`config.mk`:
```
export PLATFORM = sky130hd
export DESIGN_NAME = mem_arbiter
export DESIGN_NICKNAME = d
export VERILOG_FILES = /design/src/rtl/mem_arbiter.sv
export SDC_FILE = /design/constraint.sdc
export NUM_CORES = 1
export LEC_CHECK = 0
export ABC_CLOCK_PERIOD_IN_PS = 1400
export BUFFER_PORTS_ARGS = -buffer_cell sky130_fd_sc_hd__clkbuf_2
export CORE_MARGIN = 10
export CORE_UTILIZATION = 42
export CTS_CLUSTER_SIZE = 12
export DETAILED_ROUTE_END_ITERATION = 8
export PLACE_DENSITY = 0.85
export SLEW_MARGIN = 5
export SYNTH_ARGS = -nofsm -noshare
export SYNTH_HDL_FRONTEND = slang
export SYNTH_SLANG_ARGS = --single-unit
```
`constraint.sdc`:
```
create_clock -name clk -period 1.4 [get_ports clk]
set_input_delay 0.07 -clock clk [delete_from_list [all_inputs] [get_ports clk]]
set_output_delay 0.07 -clock clk [all_outputs]
set_load 0.02 [all_outputs]
```
`src/rtl/mem_arbiter.sv`:
```
// mem_arbiter: shares one single-port synchronous RAM between instruction
// fetch (IF) and load/store (LS). One access at a time, serialised through a
// small FSM. LS has fixed priority; an IF wait counter forces an IF win after
// MAX_WAIT consecutive LS wins while IF is waiting.
//
// Ports
//   clk, reset                 rising-edge clock, synchronous active-high reset
//   if_req/if_addr             fetch request, held until if_gnt
//   if_gnt/if_rvalid/if_rdata  fetch grant pulse, read-data pulse, read data
//   ls_req/ls_we/ls_addr/ls_wdata  load/store request, held until ls_gnt
//   ls_gnt/ls_rvalid/ls_rdata  load/store grant pulse, load-data pulse, load data
//   mem_en/mem_we/mem_addr/mem_wdata  RAM command (word-aligned address)
//   mem_rdata                  RAM read data, valid the cycle after a read command
//   busy                       high while an access is in flight
//
// state  | meaning
// IDLE   | no access in flight; arbitrates at every edge
// ACCESS | RAM command on the bus, winner's gnt high
// RESP   | read data from RAM returned to the owner with rvalid
module mem_arbiter #(
  parameter int ADDR_W   = 32,
  parameter int DATA_W   = 32,
  parameter int MAX_WAIT = 3
) (
  input  logic              clk,
  input  logic              reset,
  input  logic              if_req,
  input  logic [ADDR_W-1:0] if_addr,
  output logic              if_gnt,
  output logic              if_rvalid,
  output logic [DATA_W-1:0] if_rdata,
  input  logic              ls_req,
  input  logic              ls_we,
  input  logic [ADDR_W-1:0] ls_addr,
  input  logic [DATA_W-1:0] ls_wdata,
  output logic              ls_gnt,
  output logic              ls_rvalid,
  output logic [DATA_W-1:0] ls_rdata,
  output logic              mem_en,
  output logic              mem_we,
  output logic [ADDR_W-1:0] mem_addr,
  output logic [DATA_W-1:0] mem_wdata,
  input  logic [DATA_W-1:0] mem_rdata,
  output logic              busy
);

  typedef enum logic [1:0] {IDLE, ACCESS, RESP} state_t;
  typedef enum logic {OWN_IF = 1'b0, OWN_LS = 1'b1} owner_t;

  localparam logic [3:0] WAIT_MAX = 4'(MAX_WAIT);

  state_t            state, state_nxt;
  owner_t            owner, owner_nxt;
  logic [3:0]        wait_cnt, wait_nxt;
  logic              ls_wins;

  logic              if_gnt_nxt, ls_gnt_nxt;
  logic              if_rvalid_nxt, ls_rvalid_nxt;
  logic              mem_en_nxt, mem_we_nxt;
  logic [ADDR_W-1:0] mem_addr_nxt;
  logic [DATA_W-1:0] mem_wdata_nxt;
  logic [DATA_W-1:0] if_rdata_q, ls_rdata_q;

  // byte-offset bits never reach the RAM
  logic unused_addr_bits;
  assign unused_addr_bits = ^{if_addr[1:0], ls_addr[1:0]};

  // LS wins unless IF is also waiting and has already lost MAX_WAIT times
  assign ls_wins = ls_req && !(if_req && (wait_cnt >= WAIT_MAX));

  always_comb begin
    state_nxt     = state;
    owner_nxt     = owner;
    wait_nxt      = wait_cnt;
    if_gnt_nxt    = 1'b0;
    ls_gnt_nxt    = 1'b0;
    if_rvalid_nxt = 1'b0;
    ls_rvalid_nxt = 1'b0;
    mem_en_nxt    = 1'b0;
    mem_we_nxt    = 1'b0;
    mem_addr_nxt  = mem_addr;
    mem_wdata_nxt = mem_wdata;
    case (state)
      IDLE: begin
        if (if_req || ls_req) begin
          state_nxt     = ACCESS;
          mem_en_nxt    = 1'b1;
          mem_wdata_nxt = ls_wdata;
          if (ls_wins) begin
            owner_nxt    = OWN_LS;
            ls_gnt_nxt   = 1'b1;
            mem_we_nxt   = ls_we;
            mem_addr_nxt = {ls_addr[ADDR_W-1:2], 2'b00};
            if (!if_req)
              wait_nxt = '0;
            else if (wait_cnt < WAIT_MAX)
              wait_nxt = wait_cnt + 4'd1;
          end else begin
            owner_nxt    = OWN_IF;
            if_gnt_nxt   = 1'b1;
            mem_addr_nxt = {if_addr[ADDR_W-1:2], 2'b00};
            wait_nxt     = '0;
          end
        end else begin
          wait_nxt = '0;
        end
      end
      ACCESS: begin
        if (mem_we) begin
          state_nxt = IDLE;
        end else begin
          state_nxt = RESP;
          if (owner == OWN_IF) if_rvalid_nxt = 1'b1;
          else                 ls_rvalid_nxt = 1'b1;
        end
      end
      RESP:    state_nxt = IDLE;
      default: state_nxt = IDLE;
    endcase
  end

  always_ff @(posedge clk) begin
    if (reset) begin
      state    <= IDLE;
      owner    <= OWN_IF;
      wait_cnt <= '0;
    end else begin
      state    <= state_nxt;
      owner    <= owner_nxt;
      wait_cnt <= wait_nxt;
    end
  end

  always_ff @(posedge clk) begin
    if (reset) begin
      if_gnt     <= 1'b0;
      ls_gnt     <= 1'b0;
      if_rvalid  <= 1'b0;
      ls_rvalid  <= 1'b0;
      mem_en     <= 1'b0;
      mem_we     <= 1'b0;
      mem_addr   <= '0;
      mem_wdata  <= '0;
      busy       <= 1'b0;
      if_rdata_q <= '0;
      ls_rdata_q <= '0;
    end else begin
      if_gnt    <= if_gnt_nxt;
      ls_gnt    <= ls_gnt_nxt;
      if_rvalid <= if_rvalid_nxt;
      ls_rvalid <= ls_rvalid_nxt;
      mem_en    <= mem_en_nxt;
      mem_we    <= mem_we_nxt;
      mem_addr  <= mem_addr_nxt;
      mem_wdata <= mem_wdata_nxt;
      busy      <= (state_nxt != IDLE);
      if (if_rvalid) if_rdata_q <= mem_rdata;
      if (ls_rvalid) ls_rdata_q <= mem_rdata;
    end
  end

  // The RAM's output is already a register, so during RESP its data is
  // forwarded straight to the owner; the captured copy holds it afterwards.
  assign if_rdata = if_rvalid ? mem_rdata : if_rdata_q;
  assign ls_rdata = ls_rvalid ? mem_rdata : ls_rdata_q;

endmodule

```
==> results of run 1 <==
==> worst max-delay path, cell delays in order, from the launching register on <==
cell	delay, ns
dfxtp_4	0.42
clkbuf_16	0.20
mux2_2	0.37
clkbuf_2	0.17
==> sequential cells by signal, indices dropped and copies added (netlist names) <==
signal and count:
if_rdata_q 32, busy 1, if_gnt 1, owner 1, ls_rvalid 1, wait_cnt 4, mem_addr 30, mem_wdata 32
state 2, ls_rdata_q 32, ls_gnt 1, mem_we 1, if_rvalid 1, mem_en 1
==> power breakdown <==
group	internal [mW]	total [mW]	switching (mW)
registers	4.23	4.37	0.136
logic	1.07	2.43	1.36
clock network	2.64	4.33	1.70
total	7.94	11.1	3.19
==> cells in the mapped netlist <==
| cell type | number |
|---|---|
| clkbuf_1 | 29 |
| buf_1 | 4 |
| nor3_1 | 2 |
| a32oi_1 | 1 |
| or2_2 | 1 |
| nor2_2 | 1 |
| buf_2 | 22 |
| conb_1 | 1 |
| nor2_1 | 4 |
| mux2_2 | 64 |
| nor4b_1 | 1 |
| ha_1 | 1 |
| o21ai_1 | 3 |
| nand2_1 | 3 |
| and2_1 | 2 |
| or4_1 | 1 |
| o31ai_4 | 1 |
| nor4_1 | 1 |
| inv_1 | 2 |
| or2_1 | 1 |
| nor2b_1 | 64 |
| a21oi_1 | 64 |
| a311oi_1 | 30 |
| or4b_2 | 1 |
| o31a_1 | 1 |
| dfxtp_1 | 140 |
| o21ai_0 | 61 |
| nand3_1 | 63 |
| a21boi_0 | 1 |
| buf_4 | 7 |
| nor3b_1 | 2 |
==> worst paths after layout <==
| kind | to | cells past startpoint | slack, ns | startpoint |
|---|---|---|---|---|
| setup / recovery | if_rdata[1] | 3 | -0.24 | if_rvalid |
| hold / removal | if_rdata_q[26] | 3 | 0.04 | mem_rdata[26] |
| setup reg to reg | wait_cnt[1] | 5 | -0.18 | wait_cnt[0] |
| hold reg to reg | if_rvalid | 1 | 0.45 | owner |
==> metal layers <==
layer  vias up  routed length [um]  track usage [%]
li1       2791                   -                -
met3       107                2677            7.715
met2       484               12950            37.50
met1      3046                9211            25.34
met5         -                   0                0
met4         0                1397            13.04
==> cell families after synthesis <==
family                   Yosys count
AO/OA/AOI/OAI                    162
AND/OR/NAND/NOR                  147
flip-flops                       140
buffers and inverters             64
multiplexers                      64
adder cells (fa/ha/maj)            1
other                              1
==> what timing repair did <==
action	in CTS	in global routing
endpoints found under the setup margin	88	120
endpoints found under the hold margin	67	0
pin swaps	44	38
cloned	4	7
resized for setup	72	283
setup buffers	4	6
hold buffers	95	0
==> final cells by class <==
| type | count | area [um2] | area share (%) |
|---|---|---|---|
| flip-flops and latches | 140 | 2813 | 28.18 |
| repair buffers | 399 | 3157 | 31.63 |
| multi-input cells | 376 | 3211 | 32.17 |
| clock inverters | 12 | 123.9 | 1.241 |
| clock buffers | 18 | 439.2 | 4.400 |
| well taps | 176 | 220.2 | 2.206 |
| diodes | 4 | 10.01 | 0.1003 |
| inverters | 2 | 7.507 | 0.07522 |
==> out/results.ini, run 1 <==
[floorplanning]
io_pins=268
fp.dieW_um=135.6
rows=42
die_h_um=135.6
initial_core_util_pct=42.56
core_um2=13190
die-area_um2=18390

[global_routing]
grt.overflow.total=0
antenna_found_initial=4
grt_pass1_vias=6129
grt_pass1_wl_mm=33.56
grt_max_degree=85
track_usage_pct=22.85

[placement]
placed_cell_area_um2=7143
pre_cts_ws_ns=-0.08672
gp_congestion=0.8294
portBuffers=261
dpl.cell_count=979
place_hpwl_mm=13.22

[synth]
synthTopCellsByArea=dfxtp_1 50%, mux2_2 13%, nor2b_1 7.1%
syn_area_um2=5614
synth-seq-cells=140
ys_seq_area_share_pct=49.92
synth_cells=579
yosys-mux-area-fraction_pct=12.84
syn_avg_cell_area_um2=9.696
synth_top_area_share_pct=49.92
yosys.area.top_type=dfxtp_1
ys_types=31
synth_simple_gate_area_share_pct=14.80
synth_warnings=0
synth_xor_area_share_pct=0
synth_adder_area_share_pct=0.2229
synth-compound-area-share_pct=16.92
synth_top_family_by_area=compound AO/OA/AOI/OAI gates

[power]
total_power_mw=11.13
ir_drop_mv=0.9922
power_density_nw_per_um2=1115
p_leak_nw=4.364

[clocking]
cts.sinks=140
cts_tree=yes
cts_root_buffer=clkbuf_16
cts_buffer_depth=2
cts_buffers=17
clkSlewWorstSetupHoldPaths_ns=0.06
cts_max_level=4
clk_latency_ns=0.41

[timing]
fin_skew_ns=0.01240
rsz0062_at_grt=true
max_clock_freq_mhz=610.1
setup_viol=97
fin_crit_ns=1.639
tns_ns=-12.54
min_period_over_period_pct=117.1
layout_setup_ws_ns=-0.2390
hold_violations=0
max_slew_margin_pct=63.66
timing.hold.ws_ns=0.03543
tightest_slew_ns=0.5451
slew_violations=0

[routing]
antenna_left=0
routed_wl_mm=26.23
drtIter0Drc=486
viasPerCell=5.704
wl_per_cell_um=23.28
drtPass1Iterations=5
drcViolationCount=0
vias=6428

[setup_path]
critPathArrivalTime_ns=1.57
cp.required_ns=1.33
endpoint_kind=output pin
critical_path.startpoint_type=flip-flop
crit_fanout=10
critical_path_class=flip-flop to output pin

[finish]
postLayoutCoreUtil_pct=75.67
final_cell_mix=206 x clkbuf_2, 136 x dfxtp_1, 95 x dlygate4sd3_1
layout-drive-gt1-share_pct=51.00
area_growth_pct=77.78
final_cells=1127
final_nets=1070
finalInstanceArea_um2=9981
final_common_cell=clkbuf_2
n_fill_cell=813

[worst_hold_path]
hold_path_class=input pin to flip-flop

[outcome]
status=finished, violations left
violations=setup timing

[run]
max_cap_violations=0

Power figures use the tool's default switching activity.
==> inputs of run 2 (changes only) <==
--- a/config.mk
+++ b/config.mk
@@ -5,13 +5,14 @@
 export SDC_FILE = /design/constraint.sdc
 export NUM_CORES = 1
 export LEC_CHECK = 0
+export ABC_AREA = 1
 export ABC_CLOCK_PERIOD_IN_PS = 1400
 export BUFFER_PORTS_ARGS = -buffer_cell sky130_fd_sc_hd__clkbuf_2
 export CORE_MARGIN = 10
 export CORE_UTILIZATION = 42
 export CTS_CLUSTER_SIZE = 12
 export DETAILED_ROUTE_END_ITERATION = 8
-export PLACE_DENSITY = 0.85
+export PLACE_DENSITY = 0.84
 export SLEW_MARGIN = 5
 export SYNTH_ARGS = -nofsm -noshare
 export SYNTH_HDL_FRONTEND = slang
==> run 2 against run 1 <==
The run still ends with setup timing left. Clock skew rose by 0.00081 ns. Sequential power grew 1%. Sequential cell count did not move. Final cell count grew 23%. Utilization increased by 0.66 points. Fmax grew 15%. Worst hold slack better by 0.036 ns. Die area hardly changed. Critical path type unchanged. Largest power group is now the clock network.
==> out/results.ini, run 2 <==
[setup_path]
cp.required_ns=1.33  ; about the same
crit_buf_inv=3  ; +1
critical_path.startpoint_type=flip-flop
cp_slowest_stage_delay_ns=0.41  ; about the same
crit_fanout=13  ; +3
r2r_slack_ns=-0.02  ; +0.16 ns
critPathArrivalTime_ns=1.36  ; -0.21 ns
crit_start=if_rvalid
crit_cells=5  ; +2
critPathTopFamily=flip-flops
slowest_stage=dfxtp_4
endpoint_kind=output pin
critical_path_class=flip-flop to output pin
r2r-start=wait_cnt[0]
crit_chain=inv_8 -> buf_16 -> nand2_1 -> nand2_1 -> buf_4
reg2regPathDepth=8  ; +3
cp_common_cell=nand2_1

[finish]
final_common_cell=clkbuf_2
regArea_um2=2811  ; about the same
reg.largest.list=if_rdata_q: 32 flops, ls_rdata_q: 32 flops, mem_wdata: 32 flops
multiInputGateArea_um2=2630  ; -18%
area_growth_pct=79.22
layout-drive-gt1-share_pct=33.83  ; -17 points
final_cells=1381  ; +23%
final_nets=1324  ; +24%
n_fill_cell=758  ; -6.8%
postLayoutCoreUtil_pct=76.33  ; +0.66 points
final_cell_mix=196 x clkbuf_2, 165 x nand2_1, 137 x dfxtp_1

[floorplanning]
die_h_um=135.7  ; about the same
initial_core_util_pct=42.59  ; about the same
core_um2=13190  ; unchanged
rows=42  ; unchanged
fp.dieW_um=135.7  ; about the same
die-area_um2=18400  ; about the same
io_pins=268  ; unchanged

[clocking]
cts_buffer_depth=2  ; unchanged
cts_buffers=17  ; unchanged
cts_tree=yes
cts_root_buffer=clkbuf_16
cts_max_level=4  ; unchanged
clk_latency_ns=0.42  ; about the same
cts.sinks=140  ; unchanged
clkSlewWorstSetupHoldPaths_ns=0.06  ; about the same

[outcome]
status=finished, violations left
violations=setup timing

[timing]
timing.hold.ws_ns=0.07140  ; +0.03597 ns
hold_violations=0  ; unchanged
max_clock_freq_mhz=698.7  ; +15%
rsz0062_at_grt=true
layout_setup_ws_ns=-0.03114  ; +0.2079 ns
min_period_over_period_pct=102.2  ; -15 points
fin_crit_ns=1.431  ; -0.2079 ns
setup_viol=32  ; -67%
fin_skew_ns=0.01322  ; +0.0008134 ns
slew_violations=0  ; unchanged

[synth]
syn_area_um2=5618  ; about the same
ys_seq_area_share_pct=49.89  ; about the same
synth_cells=806  ; +39%
synthFlopType=dfxtp_1
ys_types=18  ; -42%
yosys-top-cells-count=231 x nand2_1, 140 x dfxtp_1, 136 x nor2_1
yosys.area.top_type=dfxtp_1
synth-seq-cells=140  ; unchanged
syn_avg_cell_area_um2=6.970  ; -28%
synth_top_area_share_pct=49.89  ; about the same
synth_warnings=0  ; unchanged
synthTopCellsByArea=dfxtp_1 50%, nand2_1 15%, nor2_1 9.1%
synth_async_sr_flop_share_pct=0  ; unchanged
synth-edff-count=0  ; unchanged
synth_most_common_cell=nand2_1

[worst_hold_path]
hp-start=if_req
worstHoldPathCells=3  ; unchanged
hold_path_class=input pin to flip-flop

[placement]
dpl.cell_count=1212  ; +24%
gp_congestion=0.8400  ; +1.3%
portBuffers=261  ; unchanged
place_hpwl_mm=13.66  ; +3.3%

[global_routing]
track_usage_pct=26.30  ; +3.5 points
grt_pass1_wl_mm=38.54  ; +15%
antenna_found_initial=1  ; -3
grt_max_degree=59  ; -31%
grt.overflow.total=0  ; unchanged
grt_pass1_vias=7384  ; +20%

[routing]
drtPass1Iterations=8  ; +3
vias=7573  ; +18%
antenna_left=0  ; unchanged
viasPerCell=5.484  ; -3.9%
wl_per_cell_um=20.40  ; -12%
routed_wl_mm=28.17  ; +7.4%
drtIter0Drc=733  ; +51%
drcViolationCount=0  ; unchanged

[power]
power_density_nw_per_um2=1189  ; +6.6%
p_leak_nw=5.108  ; +17%
ir_drop_mv=1.118  ; +13%

[run]
max_cap_violations=0  ; unchanged

run 2: changes by cell type in the layout (fill, tap and decap cells not counted), moves of 18 or more:
cell / delta
mux2_2: -22
nor2_1: +134
mux2_4: -42
nand3_1: +52
a311oi_2: -18
dlygate4sd3_1: +25
buf_6: -38
nor2b_1: -64
nand2_2: +57
clkbuf_8: +42
nand2_1: +162
inv_1: +39
run 2: final timing paths:
kind             endpoint
max           if_rdata[8]
min           wait_cnt[0]
max reg2reg  mem_addr[19]
min reg2reg     if_rvalid
run 2: metrics by stage:
step | setup TNS [ns] | area, um2 | power, mW | setup WS, ns
after CTS | -0.5666 | 9542 | 11.54 | -0.03114
after global placement | 0 | 7167 | 6.332 | 0.1248
after global routing | -4.951 | 10070 | 12.37 | -0.1703
after floorplan | 0 | 5622 | 5.616 | 0.1059
after detailed placement | 0 | 7167 | 6.374 | 0.09293
final | -0.4536 | 10070 | 11.97 | -0.03114
run 2: cells by family after synthesis:
family	count (synthesis)	synth area share (%)
other cells	1	0.06675
buf+inv	99	7.505
flops	140	49.89
fa+ha+maj	1	0.2227
simple gates	462	33.03
compound gates	103	9.287
run 2: metal layers:
layer	routed length, um	global-route usage (%)	vias to the layer above
met4	1541	15.55	0
met5	0	0	-
met1	9157	26.20	3443
met2	14030	44.98	640
met3	3436	11.02	159
li1	-	-	3331
run 2: layout make-up:
class                   count  share of cell area (%)
diodes                      2                 0.04971
repair buffers            419                   35.72
inverters                  44                   1.789
clock buffers              21                   4.573
clock inverters            11                   1.640
flip-flops and latches    140                   27.92
multi-input cells         568                   26.12
well taps                 176                   2.187
run 2: what timing repair did:
item,4_1_cts,5_1_grt
gates resized for setup,130,111
endpoints found under the setup margin,64,86
gates cloned,2,9
buffers inserted,0,4
pin swaps,0,7
hold buffers,120,0
hold endpoints to repair,129,0
run 2: power by group:
group	switching [mW]	internal (mW)	total, mW
logic	1.58	1.15	2.72
registers	0.174	4.26	4.43
clock network	1.74	3.07	4.81
total	3.49	8.48	12.0
run 2: tightest hold or removal path: stages:
cell and delay, ns:
clkbuf_2 0.17, nand3_1 0.12, a21oi_1 0.07
